===== config.mk =====
export PLATFORM = sky130hd
export DESIGN_NAME = run_ctrl
export DESIGN_NICKNAME = d
export VERILOG_FILES = /design/src/rtl/run_ctrl_pkg.sv /design/src/rtl/run_ctrl_bp_bank.sv /design/src/rtl/run_ctrl.sv
export SDC_FILE = /design/constraint.sdc
export NUM_CORES = 1
export LEC_CHECK = 0
export ABC_CLOCK_PERIOD_IN_PS = 3800
export CAP_MARGIN = 20
export CORE_MARGIN = 2
export CORE_UTILIZATION = 56
export DETAILED_ROUTE_END_ITERATION = 16
export PLACE_DENSITY = 0.8
export SLEW_MARGIN = 20
export SYNTH_ARGS = -nofsm -noshare
export SYNTH_HDL_FRONTEND = slang
export SYNTH_HIERARCHICAL = 1
export SYNTH_SLANG_ARGS = --single-unit

===== constraint.sdc =====
create_clock -name clock -period 3.8 [get_ports clock]
set_clock_uncertainty 0.2 [all_clocks]
set_input_delay 0.76 -clock clock [delete_from_list [all_inputs] [get_ports clock]]
set_output_delay 0.76 -clock clock [all_outputs]
set_load 0.01 [all_outputs]

===== src/rtl/run_ctrl_pkg.sv =====
// Shared encodings for the execution controller.
package run_ctrl_pkg;

    typedef enum logic [1:0] {
        MODE_RUN_FAST  = 2'b00,
        MODE_RUN_SLOW  = 2'b01,
        MODE_STEP      = 2'b10,
        MODE_RUN_TO_BP = 2'b11
    } mode_e;

    typedef enum logic [1:0] {
        ST_HALT = 2'b00,
        ST_RUN  = 2'b01,
        ST_STEP = 2'b10
    } state_e;

    // Index width for a bank of n entries; never below one bit.
    function automatic int unsigned idx_width(input int unsigned n);
        return (n > 1) ? $clog2(n) : 1;
    endfunction

endpackage


===== src/rtl/run_ctrl_bp_bank.sv =====
// Breakpoint register bank with parallel compare and lowest-index priority.
module bp_bank #(
    parameter int unsigned PC_W   = 16,
    parameter int unsigned NUM_BP = 4,
    parameter int unsigned IDX_W  = 2
) (
    input  logic             i_clk,
    input  logic             i_rst_n,
    input  logic             i_wr,
    input  logic [IDX_W-1:0] i_idx,
    input  logic [PC_W-1:0]  i_addr,
    input  logic             i_en,
    input  logic [PC_W-1:0]  i_pc,
    output logic             o_match,
    output logic [IDX_W-1:0] o_match_idx
);

    logic [PC_W-1:0]   r_addr [NUM_BP];
    logic [NUM_BP-1:0] r_en;

    // Write port; an entry written this cycle is seen by the comparator next cycle.
    always_ff @(posedge i_clk or negedge i_rst_n) begin
        if (!i_rst_n) begin
            r_en <= '0;
            for (int unsigned i = 0; i < NUM_BP; i++) begin
                r_addr[i] <= '0;
            end
        end else if (i_wr && (32'(i_idx) < NUM_BP)) begin
            r_addr[i_idx] <= i_addr;
            r_en[i_idx]   <= i_en;
        end
    end

    // Compare all entries; scanning downwards leaves the lowest hit index.
    always_comb begin
        o_match     = 1'b0;
        o_match_idx = '0;
        for (int i = int'(NUM_BP) - 1; i >= 0; i--) begin
            if (r_en[i] && (r_addr[i] == i_pc)) begin
                o_match     = 1'b1;
                o_match_idx = IDX_W'(i);
            end
        end
    end

endmodule


===== src/rtl/run_ctrl.sv =====
// Execution controller: produces the core clock enable for run/slow/step/breakpoint modes.
module run_ctrl
    import run_ctrl_pkg::*;
#(
    parameter  int unsigned PC_W   = 16,
    parameter  int unsigned NUM_BP = 4,
    parameter  int unsigned CNT_W  = 16,
    parameter  int unsigned DIV    = 50_000_000,
    localparam int unsigned IDX_W  = idx_width(NUM_BP)
) (
    input  logic             clock,
    input  logic             reset,
    input  logic [1:0]       mode,
    input  logic             go,
    input  logic             halt_req,
    input  logic [CNT_W-1:0] step_count,
    input  logic [PC_W-1:0]  pc,
    input  logic             bp_wr,
    input  logic [IDX_W-1:0] bp_idx,
    input  logic [PC_W-1:0]  bp_addr,
    input  logic             bp_en,
    output logic             cpu_en,
    output logic             running,
    output logic             bp_hit,
    output logic [IDX_W-1:0] bp_hit_idx,
    output logic [CNT_W-1:0] cycle_cnt,
    output logic [1:0]       state
);

    localparam int unsigned    PS_W    = $clog2(DIV);
    localparam logic [PS_W-1:0] PS_LAST = PS_W'(DIV - 1);

    state_e            r_state, r_state_nx;
    logic [PS_W-1:0]   r_presc, r_presc_nx;
    logic [CNT_W-1:0]  r_remain, r_remain_nx;
    logic              r_skip, r_skip_nx;
    logic              r_bp_hit, r_bp_hit_nx;
    logic [IDX_W-1:0]  r_bp_idx, r_bp_idx_nx;
    logic [CNT_W-1:0]  r_cycle_cnt;

    mode_e             w_mode;
    logic              w_match;
    logic [IDX_W-1:0]  w_match_idx;
    logic              w_tick;
    logic              w_cpu_en;

    bp_bank #(
        .PC_W   (PC_W),
        .NUM_BP (NUM_BP),
        .IDX_W  (IDX_W)
    ) u_bp_bank (
        .i_clk       (clock),
        .i_rst_n     (reset),
        .i_wr        (bp_wr),
        .i_idx       (bp_idx),
        .i_addr      (bp_addr),
        .i_en        (bp_en),
        .i_pc        (pc),
        .o_match     (w_match),
        .o_match_idx (w_match_idx)
    );

    // State, counters and sticky breakpoint status.
    always_ff @(posedge clock or negedge reset) begin
        if (!reset) begin
            r_state     <= ST_HALT;
            r_presc     <= '0;
            r_remain    <= '0;
            r_skip      <= 1'b0;
            r_bp_hit    <= 1'b0;
            r_bp_idx    <= '0;
            r_cycle_cnt <= '0;
        end else begin
            r_state     <= r_state_nx;
            r_presc     <= r_presc_nx;
            r_remain    <= r_remain_nx;
            r_skip      <= r_skip_nx;
            r_bp_hit    <= r_bp_hit_nx;
            r_bp_idx    <= r_bp_idx_nx;
            r_cycle_cnt <= r_cycle_cnt + CNT_W'(w_cpu_en);
        end
    end

    // Next state and Mealy enable; halt_req outranks go, breakpoints and step completion.
    always_comb begin
        w_mode      = mode_e'(mode);
        w_tick      = (r_presc == PS_LAST);
        w_cpu_en    = 1'b0;
        r_state_nx  = r_state;
        r_presc_nx  = '0;
        r_remain_nx = r_remain;
        r_skip_nx   = r_skip;
        r_bp_hit_nx = r_bp_hit;
        r_bp_idx_nx = r_bp_idx;

        case (r_state)
            ST_HALT: begin
                if (go && !halt_req) begin
                    r_skip_nx   = 1'b1;
                    r_bp_hit_nx = 1'b0;
                    if (w_mode == MODE_STEP) begin
                        r_state_nx  = ST_STEP;
                        r_remain_nx = (step_count == '0) ? CNT_W'(1) : step_count;
                    end else begin
                        r_state_nx = ST_RUN;
                    end
                end
            end
            ST_RUN: begin
                if (halt_req || (w_mode == MODE_STEP)) begin
                    r_state_nx = ST_HALT;
                end else begin
                    if (w_mode == MODE_RUN_SLOW) begin
                        w_cpu_en   = w_tick;
                        r_presc_nx = w_tick ? '0 : r_presc + PS_W'(1);
                    end else begin
                        w_cpu_en = 1'b1;
                    end
                    // A hit suppresses the fetch at the breakpoint PC.
                    if ((w_mode == MODE_RUN_TO_BP) && w_match && !r_skip) begin
                        w_cpu_en    = 1'b0;
                        r_state_nx  = ST_HALT;
                        r_bp_hit_nx = 1'b1;
                        r_bp_idx_nx = w_match_idx;
                    end
                end
            end
            ST_STEP: begin
                if (halt_req) begin
                    r_state_nx = ST_HALT;
                end else begin
                    w_cpu_en    = 1'b1;
                    r_remain_nx = r_remain - CNT_W'(1);
                    if (r_remain <= CNT_W'(1)) begin
                        r_state_nx = ST_HALT;
                    end
                end
            end
            default: r_state_nx = ST_HALT;
        endcase

        // The first enabled cycle after go consumes the skip.
        if (w_cpu_en) begin
            r_skip_nx = 1'b0;
        end
    end

    assign cpu_en     = w_cpu_en;
    assign running    = (r_state != ST_HALT);
    assign bp_hit     = r_bp_hit;
    assign bp_hit_idx = r_bp_idx;
    assign cycle_cnt  = r_cycle_cnt;
    assign state      = r_state;

endmodule

==> results of run 1 <==
-- cells by family (layout without fill, tap and decap cells) --
| group | after synthesis | after routing | synth area share [%] |
|---|---|---|---|
| flops | 132 | 132 | 48.3 |
| buf+inv | 30 | 155 | 2.07 |
| compound gates | 91 | 91 | 9.37 |
| xor+xnor | 89 | 89 | 11.4 |
| fa+ha+maj | 8 | 8 | 1.46 |
| mux | 71 | 71 | 11.7 |
| simple gates | 180 | 180 | 15.7 |
-- area by class of cell --
cell class | count | area [µm²]
clock buffer | 23 | 488
clock inverter | 8 | 100
fill | 810 | 3230
inverter | 8 | 30.0
multi-input combinational | 439 | 3600
sequential | 132 | 3300
tap | 147 | 184
timing repair buffer | 116 | 1030
-- flip-flops by register name, summed over array words and instances (netlist names) --
signal and flops:
cycle_cnt 16, u_bp_bank/r_addr 64, r_presc 26, r_remain 16
r_skip 1, u_bp_bank/r_en 4, bp_hit 1, bp_hit_idx 2
state 2
-- critical path, delay by kind of cell --
family | cells | cell delay, ps
and+or+nand+nor | 5 | 840
buffers and inverters | 4 | 470
AOI/OAI and AO/OA | 3 | 580
xor gates and xnor gates | 1 | 230
-- cell usage in the layout, fill, tap and decap left out, drive strengths merged, types with 3 or more instances in the layout --
cell / instances
a211oi: 14
a21o: 6
a21oi: 13
a22oi: 4
a2bb2oi: 4
a31oi: 3
a41oi: 3
and3: 8
and4: 7
buf: 46
clkbuf: 30
clkdlybuf4s50: 62
clkinvlp: 4
dfrtp: 132
ha: 8
inv: 8
mux2: 71
nand2: 28
nand2b: 5
nand3: 30
nand3b: 3
nand4: 20
nand4b: 4
nor2: 8
nor2b: 4
nor3: 22
nor4: 14
o211ai: 3
o21ai: 12
o22ai: 9
o31ai: 9
or2: 5
or3: 5
or4: 13
xnor2: 65
xor2: 24
-- what timing repair did --
item / 4_1_cts / 5_1_grt
cloned: 0 / 0
pin swaps: 18 / 26
resized for setup: 58 / 46
setup buffers: 12 / 2
setup endpoints to repair: 12 / 10
-- path summary, 6_finish.rpt --
kind	from	slack [ps]	end	cells after the start
max reg2reg	u_bp_bank/r_addr[50]	150	bp_hit_idx[0]	17
max	pc[9]	-20	cpu_en	13
min reg2reg	cycle_cnt[15]	280	cycle_cnt[15]	1
min in group clock	cycle_cnt[15]	280	cycle_cnt[15]	1
max in group asynchronous	reset	2410	r_remain[8]	2
min	reset	140	u_bp_bank/r_addr[16]	1
-- layer usage --
metal | GRT usage, % | vias up
li1 | - | 2463
met1 | 34.9 | 2646
met2 | 43.4 | 177
met3 | 6.93 | 34
met4 | 8.86 | 0
met5 | 0 | -
-- per-stage QoR --
| step | area [µm²] | hold WS (ps) | std cells |
|---|---|---|---|
| after floorplan | 6840 | 259 | 601 |
| after global placement | 7900 | 261 | 829 |
| after detailed placement | 7900 | 270 | 829 |
| after CTS | 8670 | 157 | 871 |
| after global routing | 8730 | 190 | 873 |
| final | 8730 | 144 | 873 |
-- power breakdown --
group | total (W) | internal, W | switching (W) | leakage, nW
Clock | 0.00162 | 0.00103 | 0.000593 | 0.277
Sequential | 0.00192 | 0.00166 | 0.000260 | 1.65
Combinational | 0.00112 | 0.000577 | 0.000543 | 1.65
Total | 0.00466 | 0.00326 | 0.00140 | 3.58
==> metrics, run 1 <==
status=finished, violations left; violated checks=negative setup slack; clock transition at the registers of the reported paths=around 50 ps; RSZ-0062 raised after global routing=true; WP data arrival=2860 ps; Nets=780; pin count of the biggest net entering global routing=89; overall power=between 0.004 and 0.005 W; initial DRC count=around 510; startpoint types=input pin; vias per inst=6.09; crit end category=output pin; routed wl met2=8340 µm; row count=40; Leakage=3.58 nW; Post-DP HPWL=approximately 11000 µm; die area=approximately 13000 µm²; via count=5320; uppermost layer routed=met4; Peak VDD IR=0.340 mV; PD cells=around 530 nW/µm²; layout cell share with drive strength beyond 1=between 20% and 30%; die width=approximately 110 µm; Synth Cell Area=6840 µm²; hold crit path type=in -> async; vias in the first global route=approximately 5.4k; post-synthesis sequential area ratio=48.3%; Post-synth EDFFs=0; top post-synthesis cells by area=dfrtp_1 (48%), mux2_2 (10%), xnor2_1 (8.3%); CP max stage delay=250 ps; CP required=2840 ps; Post-synth ARST share=100%; critical path fanouts, max=3; post-place setup slack=-761 ps; PortBufs=80; Peak Freq=about 260 MHz; met3 wire len=996 µm; GP Congestion=approximately 0.88; Synth Instances=601; Final Hold Fails=0; antenna cells=0; Tightest Pin Transition=746 ps; Clock Sinks=roughly 130; H-Tree Depth=4; area grow syn2layout=27.7%; fin crit share=101%; Synth cell types=between 50 and 60; Routed WL=between 15000 and 20000 µm; critical path's slowest cell=a32o_2; grt ovf=0; Die H=115 µm; Crit path top cell by count=buf_6; clk_lat worst skew=approximately 420 ps; cts hold-fix bufs=0; Starting Density=57.2%; fin crit period=around 3800 ps; remaining antenna violation count=0; max-cap violations=0; crit path kind=in -> out; post-synth top area cell=dfrtp_1; clk buf depth=2; core area=between 10000 and 15000 µm²; First-pass DRT Iterations=5; initial antenna violation count=0; Setup Viol. Count Final=1; CP Cell Sequence=buf_6 -> buf_6 -> buf_4 -> xnor2_1 -> nand3_1 -> nor4_4 -> a32o_2 -> or2_1 -> nand3b_1 -> nand4_1 -> a21boi_2 -> a31o_2 -> buf_6; routed length per instance=approximately 19 µm; most common cell in the netlist=dfrtp_1; All-Layer GR Usage=between 20% and 30%; Yosys warning count=6; IO Count=a little over 80; Layout Utilization=~73%; Synth Flop Type=dfrtp_1; CTS tree=yes; M1 wire length=7120 µm; Synth Register Bits=132; Setup TNS=-24.8 ps; first-pass GRT wire length=27200 µm; syn_nets=667; top cells by count, synth=dfrtp_1 (132), xnor2_1 (65), mux2_2 (63); PnR worst setup slack=-24.8 ps; fin. max-slew vios=0; slew margin rel.=around 50%; Root Driver=clkbuf_16; Synth Area per Inst=approximately 11 µm²; Residual DRC=0; post-synth top area share=48.3%; CTS Buf Count=17
Power figures use the tool's default switching activity.
==> inputs of run 2 (changes only) <==
--- a/config.mk
+++ b/config.mk
@@ -10,6 +10,7 @@
 export CORE_MARGIN = 2
 export CORE_UTILIZATION = 56
 export DETAILED_ROUTE_END_ITERATION = 16
+export GPL_TIMING_DRIVEN = 0
 export PLACE_DENSITY = 0.8
 export SLEW_MARGIN = 20
 export SYNTH_ARGS = -nofsm -noshare
==> run 2 against run 1 <==
The flow now finishes without violations. Final area up 0.79%. Non-clock buffer count up 4. Worst hold slack better by 140 ps. Critical path depth down 3. Total power up 2.1%. Cell count up 0.46%. Sequential share of layout area down 0.28 points. Die area unchanged. Combinational power about the same. Largest cell class unchanged. Largest power group unchanged. Highest routed layer unchanged.
==> metrics, run 2 (same netlist as run 1, synthesis figures left out) <==
status=finished, final reports clean; max-cap violations=0 (unchanged); Setup TNS=0 ps (+24.8 ps); Setup Viol. Count Final=0 (-1); via count=5427 (+2.0%); Post-DP HPWL=11600 µm (+5.2%); critical path fanouts, max=4 (+1); WP data arrival=2840 ps (-20 ps); Final Hold Fails=0 (unchanged); Routed WL=18100 µm (+7.3%); First-pass DRT Iterations=5 (unchanged); CP required=2840 ps (about the same); Most flops, register=u_bp_bank/r_addr; max reg flops=64 (unchanged); Leakage=3.58 nW (about the same); CTS Buf Count=17 (unchanged); clk_lat worst skew=410 ps (about the same); Layout Utilization=73.6% (+0.58 points); Root Driver=clkbuf_16; crit path kind=in -> out; hold crit path type=reg -> reg; die area=13100 µm² (unchanged); core area=12000 µm² (unchanged); antenna cells=0 (unchanged); Top Registers=u_bp_bank/r_addr (64), r_presc (26); remaining antenna violation count=0 (unchanged); vias per inst=6.19 (+1.5%); fin crit share=100% (-0.68 points); RSZ-0062 raised after global routing=true; All-Layer GR Usage=28.4% (+1.8 points); placed insts=828 (-0.12%); crit end category=output pin; clk buf depth=2 (unchanged); first-pass GRT wire length=28700 µm (+5.5%); CTS tree=yes; area grow syn2layout=28.7%; most frequent cells in the layout=dfrtp_1 (131), mux2_2 (62), clkdlybuf4s50_1 (62), xnor2_1 (51), nand3_1 (29); Fill cells=776 (-4.2%); die width=115 µm (unchanged); commonest non-fill, non-tap cell in the layout=dfrtp_1; Starting Density=57.2% (unchanged); Peak Freq=263 MHz (+0.69%); pin count of the biggest net entering global routing=102 (+15%); clock transition at the registers of the reported paths=60 ps (about the same); routed length per instance=20.6 µm (+6.8%); Clock Sinks=132 (unchanged); layout cell share with drive strength beyond 1=24.9% (-1.7 points); H-Tree Depth=4 (unchanged); fin crit period=3800 ps (-26.0 ps); GP Congestion=0.843 (-3.9%); PortBufs=79 (-1.3%); slew margin rel.=47.4% (-2.5 points); initial antenna violation count=0 (unchanged); Peak VDD IR=0.248 mV (-27%); startpoint types=input pin; grt ovf=0 (unchanged); Tightest Pin Transition=783 ps (+37.2 ps); PD cells=540 nW/µm² (+1.3%); Residual DRC=0 (unchanged); Nets=784 (+0.51%); row count=40 (unchanged); fin. max-slew vios=0 (unchanged); vias in the first global route=5551 (+2.3%); overall power=0.00476 W (+2.1%); initial DRC count=455 (-11%); IO Count=81 (unchanged); Die H=115 µm (unchanged); Final Non-Filler Cells=877 (+0.46%)
==> run 2: changes by cell type in the layout (fill, tap and decap cells not counted), sizes merged <==
| cell | before | now |
|---|---|---|
| clkinv | 2 | 7 |
| buf | 46 | 42 |
| bufinv | 2 | 4 |
| clkbuf | 30 | 32 |
| clkinvlp | 4 | 2 |
| clkdlybuf4s15 | 1 | 0 |
| dlygate4sd3 | 0 | 1 |
| inv | 8 | 9 |
==> run 2: area by class of cell <==
type / count / area, µm² / share of cell area (%)
Inverter: 8 / 30.0 / 0.341
Tap cell: 147 / 184 / 2.09
Clock buffer: 17 / 425 / 4.83
Buffer: 22 / 111 / 1.26
Clock inverter: 14 / 186 / 2.12
Multi-Input combinational cell: 439 / 3630 / 41.2
Sequential cell: 132 / 3300 / 37.5
Timing Repair Buffer: 98 / 931 / 10.6
==> run 2: timing repair <==
item,CTS,global route
endpoints found under the hold margin,1,0
gates resized for setup,107,12
gates cloned,0,0
setup buffers,20,1
endpoints found under the setup margin,10,2
hold buffers,1,0
pin swaps,24,11
==> run 2: power breakdown <==
part           total (W)  leakage (nW)  switching, W  internal [W]
Sequential       0.00193          1.65      0.000270       0.00166
Combinational    0.00112          1.63      0.000562      0.000560
Clock            0.00171         0.299      0.000616       0.00109
==> run 2: worst paths after layout <==
kind | from | to | slack (ps) | depth (start not counted)
max | pc[8] | cpu_en | 1 | 10
max reg2reg | u_bp_bank/r_addr[25] | bp_hit_idx[0] | 160 | 19
min | cycle_cnt[15] | cycle_cnt[15] | 280 | 1
min in group asynchronous | reset | u_bp_bank/r_addr[1] | 590 | 2
max in group asynchronous | reset | u_bp_bank/r_addr[44] | 2040 | 3
min reg2reg | cycle_cnt[15] | cycle_cnt[15] | 280 | 1
==> run 2: per-layer routing <==
metal | part of all wire [%] | track usage (%) | wire length (µm)
met2 | 52 | 48.8 | 9360
met3 | 5.6 | 6.67 | 1010
met5 | 0 | 0 | 0
met1 | 41 | 35.4 | 7360
met4 | 1.8 | 9.92 | 327
==> run 2: per-stage QoR <==
| step | setup slack, ps | hold WS [ps] | area (µm²) |
|---|---|---|---|
| 4_1_cts | 1.23 | 289 | 8760 |
| 5_1_grt | -82.6 | 292 | 8800 |
| 3_5_place_dp | -859 | 281 | 7850 |
| 2_1_floorplan | 405 | 259 | 6840 |
| 3_3_place_gp | -3320 | 264 | 7810 |
| 6_report | 1.19 | 283 | 8800 |
==> run 2: worst max-delay path, cell delays in order <==
cell,delay (ps)
buf_4,140
xnor2_1,250
nand4_1,260
nor4_4,390
a32o_2,180
or2_1,100
nand3b_1,130
and3_4,230
a31o_2,250
clkbuf_2,130
==> inputs of run 3 (changes only) <==
--- a/config.mk
+++ b/config.mk
@@ -8,10 +8,11 @@
 export ABC_CLOCK_PERIOD_IN_PS = 3800
 export CAP_MARGIN = 20
 export CORE_MARGIN = 2
-export CORE_UTILIZATION = 56
+export CORE_UTILIZATION = 51
 export DETAILED_ROUTE_END_ITERATION = 16
+export GPL_ROUTABILITY_DRIVEN = 0
 export GPL_TIMING_DRIVEN = 0
-export PLACE_DENSITY = 0.8
+export PLACE_DENSITY = 0.74
 export SLEW_MARGIN = 20
 export SYNTH_ARGS = -nofsm -noshare
 export SYNTH_HDL_FRONTEND = slang
==> run 3 against run 2 <==
Flip-flop and latch count stayed put. Worst hold slack worse by 250 ps. Combinational power is 4% lower. Fmax is 1.5% higher. Register-to-register slack better by 180 ps. Critical endpoint unchanged. Largest power group unchanged.
==> metrics, run 3 (same netlist as run 1, synthesis figures left out) <==
startpoint types=input pin; critical path fanouts, max=4 (unchanged); slew margin rel.=46.5% (-0.87 points); most frequent cells in the layout=dfrtp_1 (132), mux2_2 (63), clkdlybuf4s50_1 (62), xnor2_1 (49); crit path kind=in -> out; Setup TNS=0 ps (unchanged); Die H=120 µm (+4.6%); pin count of the biggest net entering global routing=89 (-13%); initial DRC count=670 (+47%); fin crit share=98.5% (-1.5 points); Starting Density=51.8% (-5.3 points); routed length per instance=18.6 µm (-9.9%); Peak Freq=267 MHz (+1.5%); PD cells=524 nW/µm² (-3.1%); H-Tree Depth=4 (unchanged); placed insts=857 (+3.5%); Buf/Inv on CP=2 (unchanged); CTS tree=yes; antenna cells=0 (unchanged); Critical R2R Launch=u_bp_bank/r_addr[20]; clk_lat worst skew=410 ps (about the same); Setup Viol. Count Final=0 (unchanged); CP max stage delay=390 ps (about the same); clock transition at the registers of the reported paths=50 ps (about the same); Most flops, register=u_bp_bank/r_addr; Layout Utilization=65.4% (-8.2 points); PortBufs=79 (unchanged); WP data arrival=2780 ps (-60 ps); post-place setup slack=-822 ps (+37.0 ps); fin. max-slew vios=0 (unchanged); Residual DRC=0 (unchanged); grt ovf=0 (unchanged); clk buf depth=2 (unchanged); Nets=773 (-1.4%); Final Non-Filler Cells=894 (+1.9%); hold crit path type=in -> async; vias in the first global route=5320 (-4.2%); CP required=2840 ps (about the same); vias per inst=5.92 (-4.4%); via count=5290 (-2.5%); Peak VDD IR=0.303 mV (+22%); PnR worst setup slack=56.7 ps (+55.5 ps); Top Registers=u_bp_bank/r_addr (64), r_presc (26); area grow syn2layout=26.2%; initial antenna violation count=0 (unchanged); die width=120 µm (+4.6%); critical path's slowest cell=nor4_2; Crit path max-delay family=simple AND/OR/NAND/NOR gates; CTS Buf Count=17 (unchanged); Setup crit start=pc[4]; Post-DP HPWL=11400 µm (-1.5%); Clock Sinks=132 (unchanged); Routed WL=16600 µm (-8.1%); die area=14300 µm² (+9.5%); crit end category=output pin; Root Driver=clkbuf_16; Tightest Pin Transition=796 ps (+13.0 ps); cts hold-fix bufs=0 (-1); First-pass DRT Iterations=5 (unchanged); status=finished, final reports clean; CP Cell Sequence=buf_2 -> xor2_2 -> nor4_2 -> nand4_1 -> a2bb2o_4 -> or2_1 -> nand3b_1 -> and3_4 -> a31o_2 -> clkbuf_2; Final Hold Fails=0 (unchanged); commonest non-fill, non-tap cell in the layout=dfrtp_1; IO Count=81 (unchanged); remaining antenna violation count=0 (unchanged); max reg flops=64 (unchanged); first-pass GRT wire length=27400 µm (-4.5%); core area=13200 µm² (+10%); overall power=0.00452 W (-5.0%); RSZ-0062 raised after global routing=false; row count=42 (+5.0%); Leakage=3.49 nW (-2.5%); fin crit period=3740 ps (-55.5 ps); All-Layer GR Usage=24.4% (-4.0 points); layout cell share with drive strength beyond 1=22.8% (-2.1 points); max-cap violations=0 (unchanged)
==> run 3: cell count changes in the layout (fill, tap and decap cells not counted), moves of 3 or more <==
cell | previous run | this run
clkdlybuf4s15_2 | 0 | 4
xor2_1 | 19 | 23
clkbuf_1 | 14 | 19
buf_4 | 20 | 7
bufinv_16 | 4 | 1
clkbuf_8 | 0 | 4
clkinv_2 | 5 | 2
==> run 3: final timing paths <==
| path | endpoint | slack, ps | cells past startpoint |
|---|---|---|---|
| hold / removal | u_bp_bank/r_addr[54] | 40 | 1 |
| hold reg to reg | cycle_cnt[15] | 290 | 1 |
| setup / recovery | cpu_en | 60 | 10 |
| min in group clock | cycle_cnt[15] | 290 | 1 |
| setup reg to reg | cycle_cnt[10] | 340 | 14 |
| max in group asynchronous | cycle_cnt[10] | 2620 | 2 |
==> run 3: timing repair <==
action	CTS	global route
gates cloned	0	0
gates resized for setup	87	5
buffers inserted	5	2
pin swaps	20	7
hold endpoints to repair	0	0
setup endpoints to repair	10	3
==> run 3: per-layer routing <==
| metal | routed length, µm | track usage, % |
|---|---|---|
| met4 | 213 | 7.06 |
| met2 | 8310 | 40.8 |
| met5 | 0 | 0 |
| met1 | 7330 | 32.3 |
| met3 | 729 | 5.23 |
==> run 3: area by class of cell <==
class | instances | area, µm²
plain buffers | 22 | 111
clock buffers | 26 | 499
clock inverters | 4 | 47.5
fillers | 994 | 4560
inverters | 8 | 30.0
multi-input cells | 439 | 3590
flip-flops and latches | 132 | 3300
well taps | 176 | 220
repair buffers | 87 | 821
==> run 3: stage by stage <==
stage	area [µm²]	hold WS, ps
6_report	8630	36.5
3_3_place_gp	7850	263
3_5_place_dp	7880	289
5_1_grt	8630	52.5
4_1_cts	8610	39.4
2_1_floorplan	6840	259
==> run 3: worst reg2reg max path, stage by stage, from the launching register on <==
cell and delay, ps:
dfrtp_1 400, xor2_2 170, nor4_2 390, nand4_1 220
a2bb2o_4 250, or2_1 100, nand3b_1 110, and3_4 210
a31o_2 250, buf_4 130, ha_1 220, ha_1 250
and3_1 230, nand4_1 120, xnor2_1 120
==> run 3: where the power goes <==
part / switching (W) / internal, W / leakage [nW]
combinational: 0.000534 / 0.000548 / 1.57
sequential: 0.000253 / 0.00166 / 1.65
clock: 0.000563 / 0.000960 / 0.266
